$ cat src/rtl/regfile_writeback_pkg.sv
// Shared widths, defaults and types for the register-file write-back slice.
package regfile_writeback_pkg;

    localparam int REG_ADDR_W    = 5;
    localparam int XLEN          = 32;
    localparam int NUM_REGS      = 32;
    localparam int WB_FIFO_DEPTH = 4;
    localparam int WB_STARVE_MAX = 8;

    typedef struct packed {
        logic [REG_ADDR_W-1:0] rd;
        logic [XLEN-1:0]       data;
    } wb_entry_t;

    typedef enum logic [1:0] {
        SRC_NONE,
        SRC_PIPE,
        SRC_FIFO
    } wb_src_e;

    function automatic logic [NUM_REGS-1:0] onehot_reg(input logic [REG_ADDR_W-1:0] idx);
        onehot_reg      = '0;
        onehot_reg[idx] = 1'b1;
    endfunction

endpackage

$ cat src/rtl/wb_result_fifo.sv
// Synchronous FIFO buffering long-latency results; head is combinational.
// Pointers carry one extra wrap bit so full and empty are distinguishable.
module wb_result_fifo #(
    parameter int DEPTH = 4,
    parameter int WIDTH = 37
) (
    input  logic             i_clock,
    input  logic             i_reset,
    input  logic             i_push,
    input  logic [WIDTH-1:0] i_data,
    input  logic             i_pop,
    output logic [WIDTH-1:0] o_head,
    output logic             o_full,
    output logic             o_empty
);

    localparam int AW = $clog2(DEPTH);

    logic [WIDTH-1:0] r_mem [DEPTH];
    logic [AW:0]      r_wptr;
    logic [AW:0]      r_rptr;
    logic             w_do_push;
    logic             w_do_pop;

    assign o_empty   = (r_wptr == r_rptr);
    assign o_full    = (r_wptr[AW] != r_rptr[AW]) && (r_wptr[AW-1:0] == r_rptr[AW-1:0]);
    assign o_head    = r_mem[r_rptr[AW-1:0]];
    assign w_do_push = i_push && !o_full;
    assign w_do_pop  = i_pop && !o_empty;

    always_ff @(posedge i_clock) begin
        if (i_reset) begin
            r_wptr <= '0;
            r_rptr <= '0;
        end else begin
            if (w_do_push) r_wptr <= r_wptr + (AW+1)'(1);
            if (w_do_pop)  r_rptr <= r_rptr + (AW+1)'(1);
        end
    end

    // Storage is not reset; the pointers alone define which entries are valid.
    always_ff @(posedge i_clock) begin
        if (w_do_push) r_mem[r_wptr[AW-1:0]] <= i_data;
    end

endmodule

$ cat src/rtl/regfile_writeback.sv
// Write-port arbiter merging the WB stage and buffered long-latency results,
// with a pending-destination scoreboard enabled by RISCY_WB_SCOREBOARD_EN.
module regfile_writeback
    import regfile_writeback_pkg::*;
#(
    parameter int DEPTH      = WB_FIFO_DEPTH,
    parameter int STARVE_MAX = WB_STARVE_MAX
) (
    input  logic                  clock,
    input  logic                  reset,
    input  logic                  pipe_valid,
    input  logic [REG_ADDR_W-1:0] pipe_rd,
    input  logic [XLEN-1:0]       pipe_data,
    input  logic                  lng_valid,
    output logic                  lng_ready,
    input  logic [REG_ADDR_W-1:0] lng_rd,
    input  logic [XLEN-1:0]       lng_data,
    input  logic                  iss_valid,
    input  logic [REG_ADDR_W-1:0] iss_rd,
    input  logic [REG_ADDR_W-1:0] q_rsA,
    input  logic [REG_ADDR_W-1:0] q_rsB,
    input  logic [REG_ADDR_W-1:0] q_rd,
    output logic                  stall_o,
    output logic                  hold_o,
    output logic [NUM_REGS-1:0]   busy_o,
    output logic                  wen,
    output logic [REG_ADDR_W-1:0] wa,
    output logic [XLEN-1:0]       wd
);

    localparam int CW = $clog2(STARVE_MAX + 1);

    wb_entry_t     w_push_entry;
    wb_entry_t     w_head;
    logic          w_full;
    logic          w_empty;
    logic          w_pop;
    logic          w_blocked;
    wb_src_e       w_src;
    logic [CW-1:0] r_starve;
    logic          r_hold;

    // Ready depends only on registered pointers, never on this cycle's pop.
    assign lng_ready    = !w_full && !reset;
    assign w_push_entry = '{rd: lng_rd, data: lng_data};

    wb_result_fifo #(
        .DEPTH (DEPTH),
        .WIDTH ($bits(wb_entry_t))
    ) u_fifo (
        .i_clock (clock),
        .i_reset (reset),
        .i_push  (lng_valid && lng_ready),
        .i_data  (w_push_entry),
        .i_pop   (w_pop),
        .o_head  (w_head),
        .o_full  (w_full),
        .o_empty (w_empty)
    );

    always_comb begin
        w_src = SRC_NONE;
        wen   = 1'b0;
        wa    = '0;
        wd    = '0;
        if (!r_hold && pipe_valid) begin
            w_src = SRC_PIPE;
            wen   = 1'b1;
            wa    = pipe_rd;
            wd    = pipe_data;
        end else if (!w_empty) begin
            w_src = SRC_FIFO;
            wen   = 1'b1;
            wa    = w_head.rd;
            wd    = w_head.data;
        end
    end

    assign w_pop     = (w_src == SRC_FIFO);
    assign w_blocked = (w_src == SRC_PIPE) && !w_empty;
    assign hold_o    = r_hold;

    // The hold pulse is raised on the edge where the count reaches STARVE_MAX;
    // the pop it forces then clears the count, so the pulse lasts one cycle.
    always_ff @(posedge clock) begin
        if (reset) begin
            r_starve <= '0;
            r_hold   <= 1'b0;
        end else begin
            r_hold <= w_blocked && (r_starve == CW'(STARVE_MAX - 1));
            if (w_pop || w_empty) begin
                r_starve <= '0;
            end else if (w_blocked) begin
                r_starve <= r_starve + CW'(1);
            end
        end
    end

`ifdef RISCY_WB_SCOREBOARD_EN
    logic [NUM_REGS-1:0] r_busy;
    logic [NUM_REGS-1:0] w_set;
    logic [NUM_REGS-1:0] w_clr;
    logic [2:0]          w_hit;

    assign w_set = (iss_valid && (iss_rd != '0)) ? onehot_reg(iss_rd) : '0;
    assign w_clr = w_pop ? onehot_reg(w_head.rd) : '0;

    // Set is applied after clear so a same-cycle reissue keeps the bit.
    always_ff @(posedge clock) begin
        if (reset) begin
            r_busy <= '0;
        end else begin
            r_busy <= (r_busy & ~w_clr) | w_set;
        end
    end

    assign w_hit[0] = r_busy[q_rsA] && (q_rsA != '0) && !(w_pop && (wa == q_rsA));
    assign w_hit[1] = r_busy[q_rsB] && (q_rsB != '0) && !(w_pop && (wa == q_rsB));
    assign w_hit[2] = r_busy[q_rd]  && (q_rd  != '0) && !(w_pop && (wa == q_rd));

    assign stall_o = |w_hit;
    assign busy_o  = r_busy;
`else
    logic w_unused_scoreboard;

    assign w_unused_scoreboard = ^{iss_valid, iss_rd, q_rsA, q_rsB, q_rd};
    assign stall_o = 1'b0;
    assign busy_o  = '0;
`endif

endmodule

$ cat config.mk
export PLATFORM = sky130hd
export DESIGN_NAME = regfile_writeback
export DESIGN_NICKNAME = d
export VERILOG_FILES = /design/src/rtl/regfile_writeback_pkg.sv /design/src/rtl/wb_result_fifo.sv /design/src/rtl/regfile_writeback.sv
export SDC_FILE = /design/constraint.sdc
export NUM_CORES = 1
export LEC_CHECK = 0
export ABC_AREA = 0
export ABC_CLOCK_PERIOD_IN_PS = 6000
export CORE_ASPECT_RATIO = 1.4
export CORE_UTILIZATION = 35
export DETAILED_ROUTE_END_ITERATION = 8
export PLACE_DENSITY = 0.72
export SYNTH_ARGS = -nofsm -noshare
export SYNTH_HDL_FRONTEND = slang
export SYNTH_HIERARCHICAL = 1
export SYNTH_SLANG_ARGS = --single-unit
$ cat constraint.sdc
create_clock -name clock -period 6 [get_ports clock]
set_input_delay 1.2 -clock clock [delete_from_list [all_inputs] [get_ports clock]]
set_output_delay 1.2 -clock clock [all_outputs]
set_load 0.005 [all_outputs]
Word level (Yosys, flattened, before mapping)

Memory sizes are Yosys's and may differ from the RTL's. A register that Yosys moved wholly into a read port is not among the register bits.
Cells that the tools add are included.

Bits in read-only memories: 0
Memories kept: 1
RAM bits: 148
Logic and storage cells: 40
Output and inout port bits: 73
Bits in registers: 11
Bits in latches: 0

Memory list:

| name         | words | bits a word | rd ports | clocked after Yosys merged registers in | wr ports | RTL line             | RTL |
|---|---|---|---|---|---|---|---|
| u_fifo.r_mem | 4     | 37          | 1        | 1                                       | 1        | wb_result_fifo.sv:19 | `logic [WIDTH-1:0] r_mem [DEPTH];` |

Multipliers: 0
Div/mod/pow operators: 0
Magnitude comparators: 0
Equality and inequality tests: 6
Reductions and logical operators: 14
$add $sub $neg: 3
Shifts and indexed selects: 0
Bitwise logic cells: 0
Muxes and demuxes: 12

Operators by type and width:

| kind                  | number |
|---|---|
| $mux W32              | 2 |
| $mux W5               | 2 |
| $logic_and A1 B1 Y1   | 8 |
| $mux W2               | 4 |
| $add A3 B1 Y3 const B | 2 |
| $add A4 B1 Y4 const B | 1 |
| $eq A4 B3 Y1 const B  | 1 |
| $logic_not A1 Y1      | 4 |
| $mux W1               | 4 |
| $eq A3 B3 Y1          | 1 |
| $eq A2 B1 Y1 const B  | 1 |
| $eq A2 B2 Y1          | 1 |
| $eq A2 B2 Y1 const B  | 1 |
| $reduce_or A2 Y1      | 1 |
| $logic_or A1 B1 Y1    | 1 |
| $ne A1 B1 Y1          | 1 |

Logic depth before layout (Yosys ltp)

Depth in word-level cells: 8
Mapped depth: 9
Depth with buffers taken out: 8

Cells and area by module

The synthesis kept the hierarchy.

By module, submodules not included:

| module            | area an instance (um2) | cells each | seq. area each (um2) | times used |
|---|---|---|---|---|
| wb_result_fifo    | 5905.7                 | 261        | 4604.4               | 1 |
| regfile_writeback | 1089.8                 | 180        | 100.1                | 1 |

Worst setup path after synthesis

No wires, ideal clock.

Path type: in2reg
Start: in reset
End: mem u_fifo.r_mem[3][0] (enable)
Buffers on the path: 0
Arrival: 3.567 ns
Slack: 1.980 ns
Setup time: 0.454 ns
Stages: 4
Path through: nor2_1 -> and2_1 -> nand2_1 -> a31oi_1

Longest elaborated chain between the ends: 6

Ends and longest elaborated chain:

| what                          | RTL line                | RTL |
|---|---|---|
| start: declaration            | regfile_writeback.sv:10 | `input logic reset,` |
| $logic_not A1 Y1              | regfile_writeback.sv:44 | `assign lng_ready = !w_full && !reset;` |
| $logic_and A1 B1 Y1           | regfile_writeback.sv:44 |  |
| $logic_and A1 B1 Y1           | regfile_writeback.sv:53 | `.i_push (lng_valid && lng_ready),` |
| $logic_and A1 B1 Y1           | wb_result_fifo.sv:28    | `assign w_do_push = i_push && !o_full;` |
| $mux W1                       | wb_result_fifo.sv:43    | `if (w_do_push) r_mem[r_wptr[AW-1:0]] <= i_data;` |
| $mux W1 (not written as such) | wb_result_fifo.sv:43    |  |
| end: declaration              | wb_result_fifo.sv:19    |  |

No other way between the ends.

Final worst setup path

Start: reg u_fifo.r_wptr[0]
End: out wd[25]

Longest elaborated chain between the ends: 3

Ends and longest elaborated chain:

| what                     | RTL line                | RTL |
|---|---|---|
| start: declaration       | wb_result_fifo.sv:20    | `logic [AW:0] r_wptr;` |
| start signal: assignment | wb_result_fifo.sv:36    | `if (w_do_push) r_wptr <= r_wptr + (AW+1)'(1);` |
| $eq A3 B3 Y1             | wb_result_fifo.sv:25    | `assign o_empty = (r_wptr == r_rptr);` |
| via w_empty              | regfile_writeback.sv:36 | `logic w_empty;` |
| $mux W32                 | regfile_writeback.sv:71 | `end else if (!w_empty) begin` |
| $mux W32                 | regfile_writeback.sv:66 | `if (!r_hold && pipe_valid) begin` |
| end: declaration         | regfile_writeback.sv:28 | `output logic [XLEN-1:0] wd` |

The timed path passes the listed nets, and every way through them passes these cells.

==> insert_results.sql <==
INSERT INTO impl_metrics (metric_group, metric, value, unit) VALUES
('detailed_routing', 'total_vias_in_the_final_route', '3934', ''),
('setup_path', 'timing.critical_path.to_type', 'primary output', ''),
('global_routing', 'grt_util_all_layers', '14.5', '%'),
('clocking', 'post-cts-setup-buffer-count', '0', ''),
('setup_path', 'timing.critical_path.mode_cell', 'nand2_1', ''),
('synthesis', 'proportion_of_netlist_area_held_by_the_largest_area_contributor', '63.5', '%'),
('place', 'place_worst_setup_slack', '1.60', 'ns'),
('clocking', 'cts_root_buf', 'clkbuf_16', ''),
('floorplan', 'num_io_pins', '172', ''),
('place', 'gp_routability_congestion', '0.688', ''),
('place', 'post-dp-hpwl', '8.55', 'mm'),
('sta', 'slew-limit-headroom', '25.0', '%'),
('final_layout', 'design.final.nets', '660', ''),
('run', 'max_cap_viol_count', '0', ''),
('floorplan', 'core_area', '19400', 'sq um'),
('clocking', 'clock_path_buffers', '2', ''),
('detailed_routing', 'drt-initial-drc-count', '208', ''),
('run_status', 'outcome', 'complete, no violations', ''),
('setup_path', 'worstPathMaxFanout', '40', ''),
('clocking', 'clkSlewWorstSetupHoldPaths', '0.07', 'ns'),
('global_routing', 'grt_start_max_net_pins', '41', ''),
('synthesis', 'synth_seq_cells', '161', ''),
('place', 'io_buffer_count', '117', ''),
('synthesis', 'synth_sequential_area_ratio', '67.3', '%'),
('pwr', 'powerDensity', '331', 'nW/um^2'),
('sta', 'timing.clock.skew', '0.0128', 'ns'),
('global_routing', 'gr-total-overflow', '0', ''),
('global_routing', 'grt_pass1_wl', '22.4', 'mm'),
('sta', 'timing_worst_slew_pin_value', '1.13', 'ns'),
('final_layout', 'final.fill_count', '1702', ''),
('final_layout', 'area_delta_synth_final', '26.2', '%'),
('sta', 'setup_viol_count_final', '0', ''),
('floorplan', 'die_height', '169', 'um'),
('setup_path', 'timing.critical_path.from_type', 'flop', ''),
('global_routing', 'antenna_found_initial', '1', ''),
('setup_path', 'timing.critical_path.slowest_stage_cell', 'nor2_4', ''),
('detailed_routing', 'route.detailed.wl_per_inst', '17.2', 'um'),
('global_routing', 'grt_pass1_vias', '4172', ''),
('setup_path', 'critical_path_data_arrival_time', '3.29', 'ns'),
('sta', 'finalHoldViolCount', '0', ''),
('clocking', 'clock_insertion_delay_worst_skew', '0.41', 'ns'),
('floorplan', 'dieWidth', '121', 'um'),
('pwr', 'vdd.ir_drop.worst', '0.192', 'mV'),
('clocking', 'postCtsResizedCells', '0', ''),
('detailed_routing', 'drt_first_pass_iters', '5', ''),
('setup_path', 'critical_path_class', 'reg2out', ''),
('sta', 'period_share', '74.8', '%'),
('sta', 'final_max_slew_viols', '0', ''),
('final_layout', 'utilization', '45.6', '%'),
('final_layout', 'multi_input_area', '2030', 'sq um'),
('floorplan', 'initial_core_util', '36.1', '%'),
('synthesis', 'synthesis.instances', '441', ''),
('floorplan', 'num_rows', '60', ''),
('min_path', 'hold_path.class', 'reg2reg', ''),
('synthesis', 'synth_warnings', '6', ''),
('setup_path', 'critical_path.max_stage_delay', '0.79', 'ns'),
('floorplan', 'die_area', '20600', 'sq um'),
('sta', 'layout_setup_ws', '1.51', 'ns'),
('final_layout', 'area.sequential', '4710', 'sq um'),
('sta', 'setup-tns-final', '0', 'ns'),
('synthesis', 'syn_area', '7000', 'sq um'),
('clocking', 'num_cts_buffers', '17', ''),
('clocking', 'cts_tree', 'done', ''),
('detailed_routing', 'final_antenna_net_count', '0', ''),
('synthesis', 'synth.distinct_cells', '35', ''),
('clocking', 'ctsHoldBuffers', '0', ''),
('synthesis', 'synth_area_per_cell', '15.9', 'sq um'),
('setup_path', 'required', '4.80', 'ns'),
('sta', 'time_the_final_worst_path_needs_with_i_o_delays_and_setup', '4.49', 'ns'),
('detailed_routing', 'route.detailed.vias_per_inst', '4.82', ''),
('synthesis', 'ys_top_cells_by_area', 'edfxtp_1 (64%), mux4_2 (12%), nand2_1 (4.3%), buf_4 (4.3%), nand3b_1 (4.1%)', ''),
('clocking', 'cts-htree-levels', '4', ''),
('sta', 'grt_setup_unrepaired', 'false', ''),
('sta', 'timing.fmax', '0.223', 'GHz'),
('synthesis', 'yosys.area.top_type', 'edfxtp_1', ''),
('detailed_routing', 'detail_route.drc_violations', '0', ''),
('pwr', 'leakagePower', '3.00', 'nW'),
('final_layout', 'share_of_post_route_cells_with_drive_strength_above_1', '14.4', '%'),
('detailed_routing', 'drt_wl_total', '14.1', 'mm'),
('clocking', 'clock_sink_count', '161', ''),
('setup_path', 'cp_cell_sequence', 'xnor2_1 -> nand2_1 -> nor2_4 -> nand3b_1 -> nand2_1 -> clkdlybuf4s50_1', '');
critical path: cells and delay by family (launching register included):
family | cells | cell delay, ns
AND/OR/NAND/NOR | 4 | 1.42
XOR/XNOR | 1 | 0.63
flip-flops | 1 | 0.40
buffers and inverters | 1 | 0.44
routing by layer:
| metal | track usage (%) | wire [um] | vias to the layer above |
|---|---|---|---|
| met2 | 25.6 | 7510 | 137 |
| li1 | - | - | 1840 |
| met4 | 4.78 | 148 | 0 |
| met3 | 2.92 | 697 | 12 |
| met1 | 17.7 | 5730 | 1945 |
| met5 | 0 | 0 | - |
synth_stat cells, drive strengths merged:
| master | count |
|---|---|
| a21oi | 2 |
| or4 | 1 |
| o211ai | 5 |
| nand3b | 38 |
| and2b | 1 |
| nor3b | 4 |
| a31oi | 4 |
| inv | 5 |
| xor2 | 4 |
| a41oi | 2 |
| a211o | 2 |
| buf | 49 |
| nand2 | 81 |
| nor3 | 1 |
| and3 | 1 |
| nand3 | 4 |
| xnor2 | 4 |
| or3 | 2 |
| dfxtp | 13 |
| edfxtp | 148 |
| nor2 | 8 |
| clkbuf | 7 |
| conb | 1 |
| nand4 | 2 |
| ha | 6 |
| mux4 | 37 |
| o21ai | 4 |
| nand2b | 1 |
| and2 | 4 |
registers in the layout, indices dropped and copies added (netlist names), named ones only:
| register | cells |
|---|---|
| u_fifo/r_mem | 148 |
| u_fifo/r_rptr | 3 |
| r_starve | 4 |
| u_fifo/r_wptr | 3 |
| hold_o | 1 |
cells in the final DEF, fill, tap and decap left out, types with 3 or more instances in the layout:
cell / synthesis / final
a31oi_1: 4 / 3
and2_2: 0 / 3
clkbuf_16: 0 / 17
clkdlybuf4s50_1: 0 / 117
conb_1: 1 / 33
dfxtp_1: 13 / 11
edfxtp_1: 148 / 148
ha_1: 6 / 6
inv_1: 5 / 5
inv_6: 0 / 5
inv_8: 0 / 4
mux4_2: 37 / 37
nand2_1: 81 / 81
nand3_1: 4 / 4
nand3b_1: 38 / 38
nor2_1: 8 / 7
nor3b_1: 4 / 4
o211ai_1: 5 / 5
o21ai_0: 4 / 4
xnor2_1: 4 / 4
xor2_1: 4 / 4
cell type report:
type	count	share of cell area (%)
Inverter	5	0.213
Antenna cell	1	0.0283
Sequential cell	161	53.3
Clock inverter	15	1.69
Clock buffer	17	4.82
Multi-Input combinational cell	251	23.0
Timing Repair Buffer	119	13.4
Tap cell	248	3.52
per-stage QoR:
step	power [mW]	hold WS [ns]	instance area, sq um	std cells
CTS	2.97	0.455	8820	816
floorplan	1.68	0.418	7120	473
finish	2.92	0.454	8830	817
global route	3.05	0.478	8820	816
detailed placement	1.91	0.441	8250	784
global placement	1.90	0.425	8250	784
worst paths after layout:
check / from / to / slack [ns] / depth (start not counted)
setup reg to reg: u_fifo/r_wptr[1] / u_fifo/r_mem[2][15] / 2.75 / 8
hold reg to reg: r_starve[0] / r_starve[0] / 0.45 / 1
setup / recovery: u_fifo/r_wptr[0] / wd[25] / 1.51 / 6
hold / removal: r_starve[0] / r_starve[0] / 0.45 / 1
power breakdown:
| part | total [mW] | switching (mW) | internal (mW) |
|---|---|---|---|
| logic | 0.558 | 0.236 | 0.322 |
| registers | 1.32 | 0.0488 | 1.27 |
| clock network | 1.05 | 0.459 | 0.587 |
| total | 2.92 | 0.743 | 2.18 |
logic make-up (layout without fill, tap and decap cells):
family	count (synthesis)	in the layout	synth area share, %
flip-flops	161	161	67.3
AND/OR/NAND/NOR	148	148	11.0
buffers and inverters	61	156	5.87
multiplexers	37	37	11.9
AO/OA/AOI/OAI	19	19	1.84
XOR/XNOR	8	8	1.00
adder cells (fa/ha/maj)	6	6	1.07
other	1	34	0.0536
No activity file was read; power rests on OpenSTA's default activity.
